[src/rtl/led_matrix_scanner_if.sv]
// Bundle between game logic and the LED matrix scanner: back-buffer writes,
// swap handshake, and the scanned row/column drive lines.
interface led_matrix_scanner_if;
  logic       wr_en;
  logic [2:0] wr_x;
  logic [2:0] wr_y;
  logic [2:0] wr_rgb;
  logic       clr;
  logic       swap_req;
  logic       swap_ack;
  logic       frame_start;
  logic [2:0] comm;
  logic       enable;
  logic [7:0] LedR;
  logic [7:0] LedG;
  logic [7:0] LedB;

  modport master (
    output wr_en, wr_x, wr_y, wr_rgb, clr, swap_req,
    input  swap_ack, frame_start, comm, enable, LedR, LedG, LedB
  );

  modport slave (
    input  wr_en, wr_x, wr_y, wr_rgb, clr, swap_req,
    output swap_ack, frame_start, comm, enable, LedR, LedG, LedB
  );
endinterface

[src/rtl/led_matrix_scanner.sv]
// Double-buffered 8x8 RGB frame store with row-multiplexed, blanked scan-out.
// Front/back swap is deferred to the frame boundary so no half-updated map shows.
module led_matrix_scanner #(
  parameter int ROW_TICKS   = 50000,
  parameter int BLANK_TICKS = 16
) (
  input logic               SYS_CLK,
  input logic               RST,
  led_matrix_scanner_if.slave bus
);

  localparam int CNT_W = $clog2(ROW_TICKS);
  localparam logic [CNT_W-1:0] CNT_LAST  = CNT_W'(ROW_TICKS - 1);
  localparam logic [CNT_W-1:0] CNT_BLANK = CNT_W'(BLANK_TICKS);

  // Clear-then-write of one row of one colour plane.
  function automatic logic [7:0] row_update(
    input logic [7:0] cur,
    input logic       clear,
    input logic       hit,
    input logic [2:0] col,
    input logic       val
  );
    logic [7:0] row;
    row = clear ? 8'h00 : cur;
    if (hit) row[col] = val;
    return row;
  endfunction

  // Active-low column drive; blanked rows float all columns high.
  function automatic logic [7:0] col_drive(input logic lit, input logic [7:0] plane);
    return lit ? ~plane : 8'hFF;
  endfunction

  // Frame store: [buffer][row][column] per colour plane.
  logic [1:0][7:0][7:0] plane_r;
  logic [1:0][7:0][7:0] plane_g;
  logic [1:0][7:0][7:0] plane_b;

  logic [CNT_W-1:0] cnt;
  logic [2:0]       comm;
  logic             front_sel;
  logic             pending;
  logic             swap_ack;
  logic             frame_start;
  logic             enable;
  logic [7:0]       led_r;
  logic [7:0]       led_g;
  logic [7:0]       led_b;

  logic             back_sel;
  logic             row_end;
  logic             boundary;
  logic             do_swap;
  logic [CNT_W-1:0] cnt_nxt;
  logic [2:0]       comm_nxt;
  logic             front_sel_nxt;
  logic             enable_nxt;
  logic [7:0][7:0]  back_r_nxt;
  logic [7:0][7:0]  back_g_nxt;
  logic [7:0][7:0]  back_b_nxt;

  // Scan timing and swap decision, evaluated one cycle ahead so the
  // registered outputs line up with the registered comm/cnt.
  always_comb begin
    back_sel      = ~front_sel;
    row_end       = (cnt == CNT_LAST);
    boundary      = row_end && (comm == 3'd7);
    do_swap       = boundary && (pending || bus.swap_req);
    cnt_nxt       = row_end ? '0 : cnt + CNT_W'(1);
    comm_nxt      = row_end ? comm + 3'd1 : comm;
    front_sel_nxt = front_sel ^ do_swap;
    enable_nxt    = (cnt_nxt >= CNT_BLANK);
  end

  // Back-buffer update; targets the buffer that is back before any swap this cycle.
  always_comb begin
    back_r_nxt = '0;
    back_g_nxt = '0;
    back_b_nxt = '0;
    for (int r = 0; r < 8; r++) begin
      back_r_nxt[r] = row_update(plane_r[back_sel][r], bus.clr,
                                 bus.wr_en && (bus.wr_x == 3'(r)), bus.wr_y, bus.wr_rgb[2]);
      back_g_nxt[r] = row_update(plane_g[back_sel][r], bus.clr,
                                 bus.wr_en && (bus.wr_x == 3'(r)), bus.wr_y, bus.wr_rgb[1]);
      back_b_nxt[r] = row_update(plane_b[back_sel][r], bus.clr,
                                 bus.wr_en && (bus.wr_x == 3'(r)), bus.wr_y, bus.wr_rgb[0]);
    end
  end

  always_ff @(posedge SYS_CLK) begin
    if (RST) begin
      plane_r     <= '0;
      plane_g     <= '0;
      plane_b     <= '0;
      cnt         <= '0;
      comm        <= 3'd0;
      front_sel   <= 1'b0;
      pending     <= 1'b0;
      swap_ack    <= 1'b0;
      frame_start <= 1'b0;
      enable      <= 1'b0;
      led_r       <= 8'hFF;
      led_g       <= 8'hFF;
      led_b       <= 8'hFF;
    end else begin
      plane_r[back_sel] <= back_r_nxt;
      plane_g[back_sel] <= back_g_nxt;
      plane_b[back_sel] <= back_b_nxt;
      cnt         <= cnt_nxt;
      comm        <= comm_nxt;
      front_sel   <= front_sel_nxt;
      // A request seen on the boundary is consumed by that boundary's swap.
      pending     <= boundary ? 1'b0 : (pending || bus.swap_req);
      swap_ack    <= do_swap;
      frame_start <= boundary;
      enable      <= enable_nxt;
      led_r       <= col_drive(enable_nxt, plane_r[front_sel_nxt][comm_nxt]);
      led_g       <= col_drive(enable_nxt, plane_g[front_sel_nxt][comm_nxt]);
      led_b       <= col_drive(enable_nxt, plane_b[front_sel_nxt][comm_nxt]);
    end
  end

  assign bus.swap_ack    = swap_ack;
  assign bus.frame_start = frame_start;
  assign bus.comm        = comm;
  assign bus.enable      = enable;
  assign bus.LedR        = led_r;
  assign bus.LedG        = led_g;
  assign bus.LedB        = led_b;

endmodule

[src/flat_wrapper.sv]
// flat-port wrapper written by rule: the top's interface ports become plain ports
module led_matrix_scanner_flat 
#(
  parameter int ROW_TICKS   = 50000,
  parameter int BLANK_TICKS = 16
)
  (SYS_CLK, RST, bus_wr_en, bus_wr_x, bus_wr_y, bus_wr_rgb, bus_clr, bus_swap_req, bus_swap_ack, bus_frame_start, bus_comm, bus_enable, bus_LedR, bus_LedG, bus_LedB);
  led_matrix_scanner_if bus_i ();
  input logic SYS_CLK;
  input logic RST;
  input wire logic [$bits(bus_i.wr_en)-1:0] bus_wr_en;
  input wire logic [$bits(bus_i.wr_x)-1:0] bus_wr_x;
  input wire logic [$bits(bus_i.wr_y)-1:0] bus_wr_y;
  input wire logic [$bits(bus_i.wr_rgb)-1:0] bus_wr_rgb;
  input wire logic [$bits(bus_i.clr)-1:0] bus_clr;
  input wire logic [$bits(bus_i.swap_req)-1:0] bus_swap_req;
  output wire logic [$bits(bus_i.swap_ack)-1:0] bus_swap_ack;
  output wire logic [$bits(bus_i.frame_start)-1:0] bus_frame_start;
  output wire logic [$bits(bus_i.comm)-1:0] bus_comm;
  output wire logic [$bits(bus_i.enable)-1:0] bus_enable;
  output wire logic [$bits(bus_i.LedR)-1:0] bus_LedR;
  output wire logic [$bits(bus_i.LedG)-1:0] bus_LedG;
  output wire logic [$bits(bus_i.LedB)-1:0] bus_LedB;
  assign bus_i.wr_en = bus_wr_en;
  assign bus_i.wr_x = bus_wr_x;
  assign bus_i.wr_y = bus_wr_y;
  assign bus_i.wr_rgb = bus_wr_rgb;
  assign bus_i.clr = bus_clr;
  assign bus_i.swap_req = bus_swap_req;
  assign bus_swap_ack = bus_i.swap_ack;
  assign bus_frame_start = bus_i.frame_start;
  assign bus_comm = bus_i.comm;
  assign bus_enable = bus_i.enable;
  assign bus_LedR = bus_i.LedR;
  assign bus_LedG = bus_i.LedG;
  assign bus_LedB = bus_i.LedB;
  led_matrix_scanner #(.ROW_TICKS(ROW_TICKS), .BLANK_TICKS(BLANK_TICKS)) u_core (.SYS_CLK(SYS_CLK), .RST(RST), .bus(bus_i));
endmodule
[config.mk]
export PLATFORM = sky130hd
export DESIGN_NAME = led_matrix_scanner_flat
export DESIGN_NICKNAME = d
export VERILOG_FILES = /design/src/rtl/led_matrix_scanner_if.sv /design/src/rtl/led_matrix_scanner.sv /design/src/flat_wrapper.sv
export SDC_FILE = /design/constraint.sdc
export NUM_CORES = 1
export LEC_CHECK = 0
export CAP_MARGIN = 20
export CORE_MARGIN = 2
export CORE_UTILIZATION = 65
export DETAILED_ROUTE_END_ITERATION = 10
export GPL_ROUTABILITY_DRIVEN = 0
export PLACE_DENSITY_LB_ADDON = 0.12
export SYNTH_ARGS = -nofsm -noshare
export SYNTH_HDL_FRONTEND = slang
export SYNTH_SLANG_ARGS = --single-unit
[constraint.sdc]
create_clock -name SYS_CLK -period 7.5 [get_ports SYS_CLK]
set_input_delay 1.5 -clock SYS_CLK [delete_from_list [all_inputs] [get_ports SYS_CLK]]
set_output_delay 1.5 -clock SYS_CLK [all_outputs]
set_load 0.05 [all_outputs]
==> results_dict.tcl <==
set metrics [dict create \
    status "completed" \
    r2r_cells 8 \
    fin_crit_sh_pct 64.8 \
    worst_pin_slew_ns 1.23 \
    grt_antenna_before_repair 4 \
    yosys-top-cells-count "nor2_1, dfxtp_1, a22oi_1" \
    hold_start "u_core.cnt[0]" \
    finalHoldViolCount 0 \
    dp_slack_ns 2.35 \
    fmax_mhz 206 \
    maxCapViolCount 0 \
    grt_use_total_pct 39.7 \
    async_flop_share_pct 0 \
    syn-num-nets 2256 \
    drc 0 \
    htreeDepth 2 \
    ant_nets 0 \
    vias 18600 \
    power_leakage_uw 0.00695 \
    grt_max_degree 248 \
    die_w_um 175 \
    vdd_ir_drop_max_mv 0.218 \
    start_kind "input pin" \
    final_core_util_pct 72.6 \
    area_growth_pct 9.69 \
    die-area_um2 30700 \
    yosys_warnings 0 \
    whs_endpoint "u_core.cnt[0]" \
    finalWirelength_um 63000 \
    synth_top_flop_cell "dfxtp_1" \
    place_area_um2 19400 \
    fin_area_um2 20900 \
    drive_gt1_share_pct 6.26 \
    cts_setup_buffers 0 \
    grt_pass1_vias 17100 \
    finalSetupViolCount 0 \
    drtIter0Drc 3100 \
    slew-limit-headroom_pct 17.9 \
    synthCells 2239 \
    finalNetCount 2160 \
    viasPerCell 7.27 \
    slew_violations 0 \
    cts_root_buffer "clkbuf_16" \
    n_fill_cell 2188 \
    synth_cell_type_count 53 \
    regToRegEndpoint "u_core.bus.LedG[5]" \
    endpoint_kind "register" \
    power_density_nw_per_um2 222 \
    use_met2_pct 58.2 \
    synth_seq_area_share_pct 45.4 \
    synth_most_common_cell "nor2_1" \
    crit_type "input pin to register" \
    grt_use_met3_pct 11.7 \
    setup_slack_ns 2.64 \
    synth_edf_count 0 \
    max_stage_delay_ns 0.77 \
    wl_per_cell_um 24.6 \
    crit_chain "clkdlybuf4s50_1 -> o21ai_0 -> or3_2 -> buf_4 -> nand2_4 -> o311a_1 -> a211o_1" \
    insertion_delay_ns 0.54 \
    io_buffer_count 43 \
    cts-resized-gates 0 \
    holdWs_ns 0.491 \
    rsz0062_at_grt "false" \
    synth_top_area_cell "dfxtp_1" \
    hp-class "register to register" \
    rows 62 \
    cp_num_buf_inv 2 \
    drt-pass1-iter-count 7 \
    synth.cell_area_um2 19000 \
    layout_min_cycle_time_ns 4.86 \
    grt.busiest_layer "met2" \
    hold_depth 1 \
    cp_top_family "compound AO/OA/AOI/OAI gates" \
    grt_pass1_wl_um 96500 \
    fin_setup_tns_ns 0 \
    cts.clk_slew.worst_paths_ns 0.06 \
    ys_ff_latch 432 \
    yosysTopAreaCellShare_pct 45.4 \
    dp_hpwl_um 38200 \
    grt_use_met1_pct 55.0 \
    cts_buffers 44 \
    finClkSkew_ns 0.0110 \
    die_h_um 175 \
    core_area_um2 28800 \
    worstPathArrival_ns 5.29 \
    critPathMaxFanout 97 \
    hold_buffers 0 \
    r2r_start "u_core.cnt[10]" \
    slowest_stage "o21ai_0" \
    ioPinCount 44 \
    syn_area_per_cell_um2 8.50 \
    clock_path_buffers 3 \
    required_ns 7.93 \
    grt.overflow.total 0 \
    initial_core_util_pct 66.2 \
    cts_sinks 432 \
    yosys-top-cells-area "dfxtp_1, a22oi_1, nor2_1" \
    cts_tree "done" \
    r2r_setup_slack_ns 2.78 \
]
-- per-layer routing --
layer,wire length [um],part of all wire [%],vias to the layer above
met2,27100,43,1381
li1,-,-,8132
met3,8560,14,216
met4,2330,3.7,4
met1,24900,40,8865
met5,29,0.046,-
-- final cells by class --
cell class / instances / area (um2) / area share [%]
timing repair buffer: 72 / 737 / 3.53
tap: 384 / 480 / 2.30
inverter: 4 / 15.0 / 0.0719
clock inverter: 14 / 124 / 0.593
clock buffer: 60 / 1290 / 6.19
multi-input combinational: 1589 / 9580 / 45.9
sequential: 432 / 8650 / 41.4
antenna: 2 / 5.00 / 0.0240
-- per-stage QoR --
step / power, uW / instances
finish: 4640 / 2557
global route: 4740 / 2555
CTS: 4620 / 2550
detailed placement: 2500 / 2476
global placement: 2500 / 2473
floorplan: 2450 / 2239
-- cell families (layout without fill, tap and decap cells) --
| group | Yosys count | after routing | synth area share, % |
|---|---|---|---|
| DFF | 432 | 432 | 45.4 |
| and+or+nand+nor | 773 | 773 | 19.0 |
| AOI/OAI and AO/OA | 794 | 794 | 29.8 |
| xor gates and xnor gates | 13 | 13 | 0.598 |
| adders and majority gates | 3 | 3 | 0.197 |
| other | 0 | 2 | 0 |
| muxes | 6 | 6 | 0.329 |
| buffers and inverters | 218 | 150 | 4.64 |
-- worst max-delay path by stage --
| stage | startpoint | slack, ns | endpoint | cells past startpoint |
|---|---|---|---|---|
| after global placement | bus_swap_req | 2.41 | u_core.bus.LedB[6] | 8 |
| after floorplan | bus_swap_req | 4.03 | u_core.bus.LedB[0] | 9 |
| after detailed placement | bus_swap_req | 2.35 | u_core.bus.LedG[5] | 8 |
| after global routing | u_core.cnt[10] | 2.65 | u_core.bus.LedB[2] | 8 |
| final | bus_swap_req | 2.64 | u_core.bus.LedR[7] | 7 |
| after CTS | u_core.cnt[10] | 2.89 | u_core.bus.LedR[4] | 8 |
-- state kept, by name (all words and copies together) (netlist names) --
| name | flops |
|---|---|
| u_core.bus.comm | 3 |
| u_core.bus.LedG | 8 |
| u_core.bus.swap_ack | 1 |
| u_core.bus.LedR | 8 |
| u_core.plane_b | 128 |
| u_core.pending | 1 |
| u_core.bus.LedB | 8 |
| u_core.bus.enable | 1 |
| u_core.cnt | 16 |
| u_core.plane_g | 128 |
| u_core.front_sel | 1 |
| u_core.plane_r | 128 |
| u_core.bus.frame_start | 1 |
-- worst reg2reg max path, stage by stage, from the launching register on --
cell	delay [ns]
dfxtp_1	0.37
or4_4	0.60
or4_1	0.77
or3_2	0.54
buf_4	0.39
nand2_4	0.86
a211oi_1	0.19
or4_1	0.57
a211o_1	0.31
-- placed cells by master, fill, tap and decap left out, types with 23 or more instances in the layout --
| master | count |
|---|---|
| a211o_1 | 24 |
| a211oi_1 | 96 |
| a21boi_0 | 31 |
| a21oi_1 | 23 |
| a22oi_1 | 382 |
| and3_1 | 54 |
| clkbuf_16 | 46 |
| clkdlybuf4s50_1 | 41 |
| dfxtp_1 | 431 |
| nand2_1 | 24 |
| nand2b_1 | 23 |
| nor2_1 | 477 |
| o211ai_1 | 24 |
| o21ai_0 | 94 |
| o22ai_1 | 72 |
| o311a_1 | 24 |
| or3_1 | 73 |
| or4_1 | 26 |
-- where the power goes --
group | switching (uW) | internal (uW) | total, uW
logic | 124 | 32.5 | 157
clock network | 913 | 1270 | 2180
registers | 3.15 | 2300 | 2300
total | 1040 | 3600 | 4640
Note: power is estimated with default switching activity, not from simulation.
